--- src/rtl/demux_lane_collector.sv ---
// Collects demuxed serial bits into per-lane words, parks completed words in
// per-lane holding registers and drains them round-robin on a valid/ready port.
module demux_lane_collector #(
    parameter int unsigned WORD_W    = 8,
    parameter bit          MSB_FIRST = 1'b1
) (
    input  logic              clk,
    input  logic              rst_n,
    input  logic              bit_valid,
    output logic              bit_ready,
    input  logic [1:0]        lane_sel,
    input  logic [3:0]        lane_bits,
    output logic              word_valid,
    input  logic              word_ready,
    output logic [WORD_W-1:0] word_data,
    output logic [1:0]        word_lane,
    output logic              protocol_err
);

    localparam int unsigned     CntW    = (WORD_W > 2) ? $clog2(WORD_W) : 1;
    localparam logic [CntW-1:0] CntLast = CntW'(WORD_W - 1);

    logic [WORD_W-1:0] sr_q   [4];
    logic [WORD_W-1:0] sr_d   [4];
    logic [CntW-1:0]   cnt_q  [4];
    logic [CntW-1:0]   cnt_d  [4];
    logic [WORD_W-1:0] hold_q [4];
    logic [WORD_W-1:0] hold_d [4];
    logic [3:0]        hold_v_q, hold_v_d;
    logic [1:0]        rr_ptr_q, rr_ptr_d;
    logic              word_valid_q, word_valid_d;
    logic [WORD_W-1:0] word_data_q, word_data_d;
    logic [1:0]        word_lane_q, word_lane_d;
    logic              protocol_err_q, protocol_err_d;

    logic              sel_bit;
    logic              sel_last;
    logic              bit_acc;
    logic [WORD_W-1:0] shifted;
    logic [3:0]        sel_onehot;
    logic              out_load;
    logic              pick_found;
    logic [1:0]        pick_lane;
    logic [1:0]        scan_idx;

    // A lane stalls only when its hold is still occupied and this bit would complete a word.
    always_comb begin
        sel_bit    = lane_bits[lane_sel];
        sel_last   = (cnt_q[lane_sel] == CntLast);
        bit_ready  = !(hold_v_q[lane_sel] && sel_last);
        bit_acc    = bit_valid && bit_ready;
        sel_onehot = 4'b0001 << lane_sel;
        if (MSB_FIRST) begin
            shifted = {sr_q[lane_sel][WORD_W-2:0], sel_bit};
        end else begin
            shifted = {sel_bit, sr_q[lane_sel][WORD_W-1:1]};
        end
    end

    // Round-robin scan starting at rr_ptr over the registered hold flags.
    always_comb begin
        out_load   = !word_valid_q || word_ready;
        pick_found = 1'b0;
        pick_lane  = rr_ptr_q;
        scan_idx   = rr_ptr_q;
        for (int i = 0; i < 4; i++) begin
            scan_idx = rr_ptr_q + 2'(i);
            if (!pick_found && hold_v_q[scan_idx]) begin
                pick_found = 1'b1;
                pick_lane  = scan_idx;
            end
        end
    end

    always_comb begin
        sr_d           = sr_q;
        cnt_d          = cnt_q;
        hold_d         = hold_q;
        hold_v_d       = hold_v_q;
        rr_ptr_d       = rr_ptr_q;
        word_valid_d   = word_valid_q;
        word_data_d    = word_data_q;
        word_lane_d    = word_lane_q;
        protocol_err_d = protocol_err_q;

        if (out_load) begin
            if (pick_found) begin
                word_valid_d        = 1'b1;
                word_data_d         = hold_q[pick_lane];
                word_lane_d         = pick_lane;
                hold_v_d[pick_lane] = 1'b0;
                rr_ptr_d            = pick_lane + 2'd1;
            end else begin
                word_valid_d = 1'b0;
            end
        end

        // A completing lane never has its hold cleared this cycle, since bit_ready requires it empty.
        if (bit_acc) begin
            if ((lane_bits & ~sel_onehot) != 4'b0000) begin
                protocol_err_d = 1'b1;
            end
            sr_d[lane_sel] = shifted;
            if (sel_last) begin
                hold_d[lane_sel]   = shifted;
                hold_v_d[lane_sel] = 1'b1;
                cnt_d[lane_sel]    = '0;
            end else begin
                cnt_d[lane_sel] = cnt_q[lane_sel] + 1'b1;
            end
        end
    end

    always_ff @(posedge clk or negedge rst_n) begin
        if (!rst_n) begin
            for (int i = 0; i < 4; i++) begin
                sr_q[i]   <= '0;
                cnt_q[i]  <= '0;
                hold_q[i] <= '0;
            end
            hold_v_q       <= '0;
            rr_ptr_q       <= '0;
            word_valid_q   <= 1'b0;
            word_data_q    <= '0;
            word_lane_q    <= '0;
            protocol_err_q <= 1'b0;
        end else begin
            sr_q           <= sr_d;
            cnt_q          <= cnt_d;
            hold_q         <= hold_d;
            hold_v_q       <= hold_v_d;
            rr_ptr_q       <= rr_ptr_d;
            word_valid_q   <= word_valid_d;
            word_data_q    <= word_data_d;
            word_lane_q    <= word_lane_d;
            protocol_err_q <= protocol_err_d;
        end
    end

    assign word_valid   = word_valid_q;
    assign word_data    = word_data_q;
    assign word_lane    = word_lane_q;
    assign protocol_err = protocol_err_q;

endmodule

--- config.mk ---
export PLATFORM = sky130hd
export DESIGN_NAME = demux_lane_collector
export DESIGN_NICKNAME = d
export VERILOG_FILES = /design/src/rtl/demux_lane_collector.sv
export SDC_FILE = /design/constraint.sdc
export NUM_CORES = 1
export LEC_CHECK = 0
export CAP_MARGIN = 20
export CORE_AREA = 2 2 123 125
export DETAILED_ROUTE_END_ITERATION = 10
export DIE_AREA = 0 0 125 127
export GPL_ROUTABILITY_DRIVEN = 0
export PLACE_DENSITY = 0.57
export SLEW_MARGIN = 20
export SYNTH_ARGS = -nofsm -noshare
export SYNTH_HDL_FRONTEND = slang
export SYNTH_SLANG_ARGS = --single-unit
--- constraint.sdc ---
create_clock -name clk -period 7.5 [get_ports clk]
set_clock_uncertainty 0.1 [all_clocks]
set_input_delay 1.875 -clock clk [delete_from_list [all_inputs] [get_ports clk]]
set_output_delay 1.875 -clock clk [all_outputs]
set_load 0.02 [all_outputs]
==> out/qor.csv <==
metric;value;unit
status;finished, final reports clean;
CTS Root Cell;clkbuf_16;
final worst path period need;6.487;ns
clock network latency to the later pin of the worst-skew pair;0.34;ns
Detail Route Antenna Nets;0;
synthesized-area fraction occupied by adder cells;0.005799;
# rows;44;
Post-Syn Nets;317;
maximum frequency from static timing analysis;154.2;MHz
Async S/R FF share, synth;1.000;
CP Capture Type;primary output;
mean area per synthesized cell;14.15;um2
HP Class;register to register;
mean number of vias per cell;5.060;
final wirelength;8.502;mm
post-synth cell types;47;
setup repair after global routing missed its margin;false;
via count of the first global-routing pass;2668;
data required time at the worst endpoint;5.53;ns
number of synthesized flops with an enable pin;0;
Power Dens Cells;404.3;nW/um2
Core Area;14420;um2
post-synthesis to final-layout area growth;14.84;%
basic-gate share of the synthesized area counting and, or, nand and nor cells;0.08350;
Final Hold Violating Endpoints;0;
Setup Viol. Count Final;0;
Seq/Total Area, Yosys;0.5219;
TritonCTS Buffers;9;
cts-stage hold buffer count;0;
number of max-capacitance violations reported;0;
reg2reg setup slack;4.73;ns
Net Switching;711.5;uW
post-synthesis xor/xnor area fraction;0.002030;
area of the mapped netlist;4315;um2
deepest clock path buffer count;2;
count of inserted antenna diode cells;0;
initial antenna violation count;0;
global-route wire length before repair;14.19;mm
Post-CTS Setup Bufs;0;
Total Neg Setup Slack;0;ns
Finished Cell Area;4956;um2
Synth Instances;305;
per-cell routed wire length;16.51;um
number of sinks handled by clock tree synthesis;90;
floorplan die height;127;um
Die Outline Area;15880;um2
TritonCTS clock tree;yes;
top-area cell type share of the netlist area;0.5219;
fraction of final layout cells with drive strength greater than 1;0.3505;
transition time of the tightest slew-check pin;1.062;ns
DRC Markers;0;
I/O Pins;23;
count of cells resized by post-cts repair;0;
IO Port Bufs;22;
count of state elements after synthesis;90;
total global-route track usage;0.1126;
count of final max-slew check failures;0;
data arrival time of the critical path;4.51;ns
switching share of power;0.3551;
fillcell total;1410;
Die Width;125;um
placed cell count;501;
number of non-filler instances in the completed layout;515;
number of iterations in the first detailed-routing pass;4;
total of warnings raised by yosys;0;
critical-path maximum fanout;11;
detailed-route via count;2606;
Initial Util;0.2992;
Commonest cells post-synth;dfrtp_1 (90), mux2_2 (69), nand2_1 (23), mux2i_1 (16), mux4_2 (11);
worst vdd ir;0.1665;mV
Critical Path Start Type;input port;
Comb power frac;0.397;
cell types occupying the most area after synthesis;dfrtp_1 (52%), mux2_2 (18%), mux4_2 (5.7%);
share of the synthesized area in compound gates (AO/OA/AOI/OAI);0.08350;
Static Leakage;2.130;nW
final critical-path share of the clock period;0.8649;
count of H-tree levels built during CTS;3;
class of the most critical setup path;input port to primary output;
FF+latch area;2252;um2
DPL Wire Length;5.498;mm
worst rel slew slack;0.2893;
part of the total power dissipated in sequential elements;0.402;
main combinational cell family by area after synthesis;multiplexers;
share of synthesized area spent on multiplexers;0.2781;
clock power share;0.201;
cell taking the most area after synthesis;dfrtp_1;
final global-route overflow total;0;
number of DRC markers in iteration 0;144;
maximum number of pins on one net before global-route repair;72;
Placed Instance Area;4696;um2
cell-internal power;1.292;mW
clock slew seen by the registers of the worst setup and hold paths;0.06;ns
multi-input gate area in the final layout;1954;um2
library cell with the highest instance count after synthesis;dfrtp_1;
number of nets in the finished design;340;
predominant post-synthesis flop cell;dfrtp_1;
[final cells by class]
type	count	area share
well taps	184	0.04645
clock buffers	11	0.04898
multi-input cells	198	0.3943
flip-flops and latches	90	0.4544
repair buffers	26	0.04999
clock inverters	3	0.003534
inverters	3	0.002272
[cell families after synthesis]
| logic type | Yosys count |
|---|---|
| multiplexers | 97 |
| flip-flops | 90 |
| AND/OR/NAND/NOR | 58 |
| AO/OA/AOI/OAI | 40 |
| buffers and inverters | 17 |
| adder cells (fa/ha/maj) | 2 |
| XOR/XNOR | 1 |
[placed cells by master, fill, tap and decap left out, drive strengths merged, types with 3 or more instances in the layout]
master	count
buf	5
clkbuf	11
clkdlybuf4s50	21
dfrtp	90
inv	3
mux2	70
mux2i	16
mux4	11
nand2	23
nand2b	8
nand3	4
nor2	6
nor2b	5
nor3	4
nor4	4
o21ai	11
o21bai	3
o221ai	7
[power groups by stage]
stage	Sequential (mW)	Clock, mW	Combinational [mW]
final	0.805	0.403	0.795
after global routing	0.832	0.434	0.873
after CTS	0.805	0.415	0.806
after detailed placement	0.811	0	0.805
after global placement	0.805	0	0.793
after floorplan	0.778	0	0.647
[final timing paths]
path / startpoint / endpoint / cells after the start
min in group asynchronous: rst_n / hold_q[29]$_DFFE_PN0P_ / 1
hold / removal: word_lane[1]$_DFFE_PN0P_ / word_lane[1]$_DFFE_PN0P_ / 2
setup reg to reg: cnt_q[3]$_DFFE_PN0P_ / sr_q[16]$_DFFE_PN0P_ / 8
max in group asynchronous: rst_n / sr_q[18]$_DFFE_PN0P_ / 2
setup / recovery: lane_sel[0] / bit_ready / 6
hold reg to reg: word_lane[1]$_DFFE_PN0P_ / word_lane[1]$_DFFE_PN0P_ / 2
[metal layers]
| metal | vias up | share of wire | routed length (um) | GRT usage |
|---|---|---|---|---|
| met2 | 48 | 0.46 | 3919 | 0.1749 |
| met4 | 0 | 0.024 | 205 | 0.05425 |
| met3 | 17 | 0.038 | 324 | 0.02596 |
| met1 | 1367 | 0.48 | 4053 | 0.1497 |
| met5 | - | 0 | 0 | 0 |
| li1 | 1174 | - | - | - |
[worst max-delay path, stage by stage]
cell,delay (ns)
clkdlybuf4s50_1,0.86
buf_4,0.36
mux4_2,0.53
ha_1,0.21
nand2_1,0.07
clkdlybuf4s50_1,0.60
[state kept, by name, indices dropped and copies added, names as in the netlist]
register / count
sr_q: 28
word_lane: 2
rr_ptr_q: 2
hold_v_q: 4
cnt_q: 12
word_valid: 1
hold_q: 32
word_data: 8
protocol_err: 1
[per-stage QoR]
step | setup WS, ns | total power [mW] | utilization | hold WS [ns]
floorplan | 1.857 | 1.425 | - | 0.3452
global placement | 0.9874 | 1.599 | 0.3256 | 0.3609
detailed placement | 0.9776 | 1.616 | 0.3256 | 0.3708
CTS | 0.9741 | 2.026 | 0.3436 | 0.3860
global route | 0.8652 | 2.139 | 0.3436 | 0.4126
finish | 1.013 | 2.004 | 0.3436 | 0.3764
No activity file was read; power rests on OpenSTA's default activity.
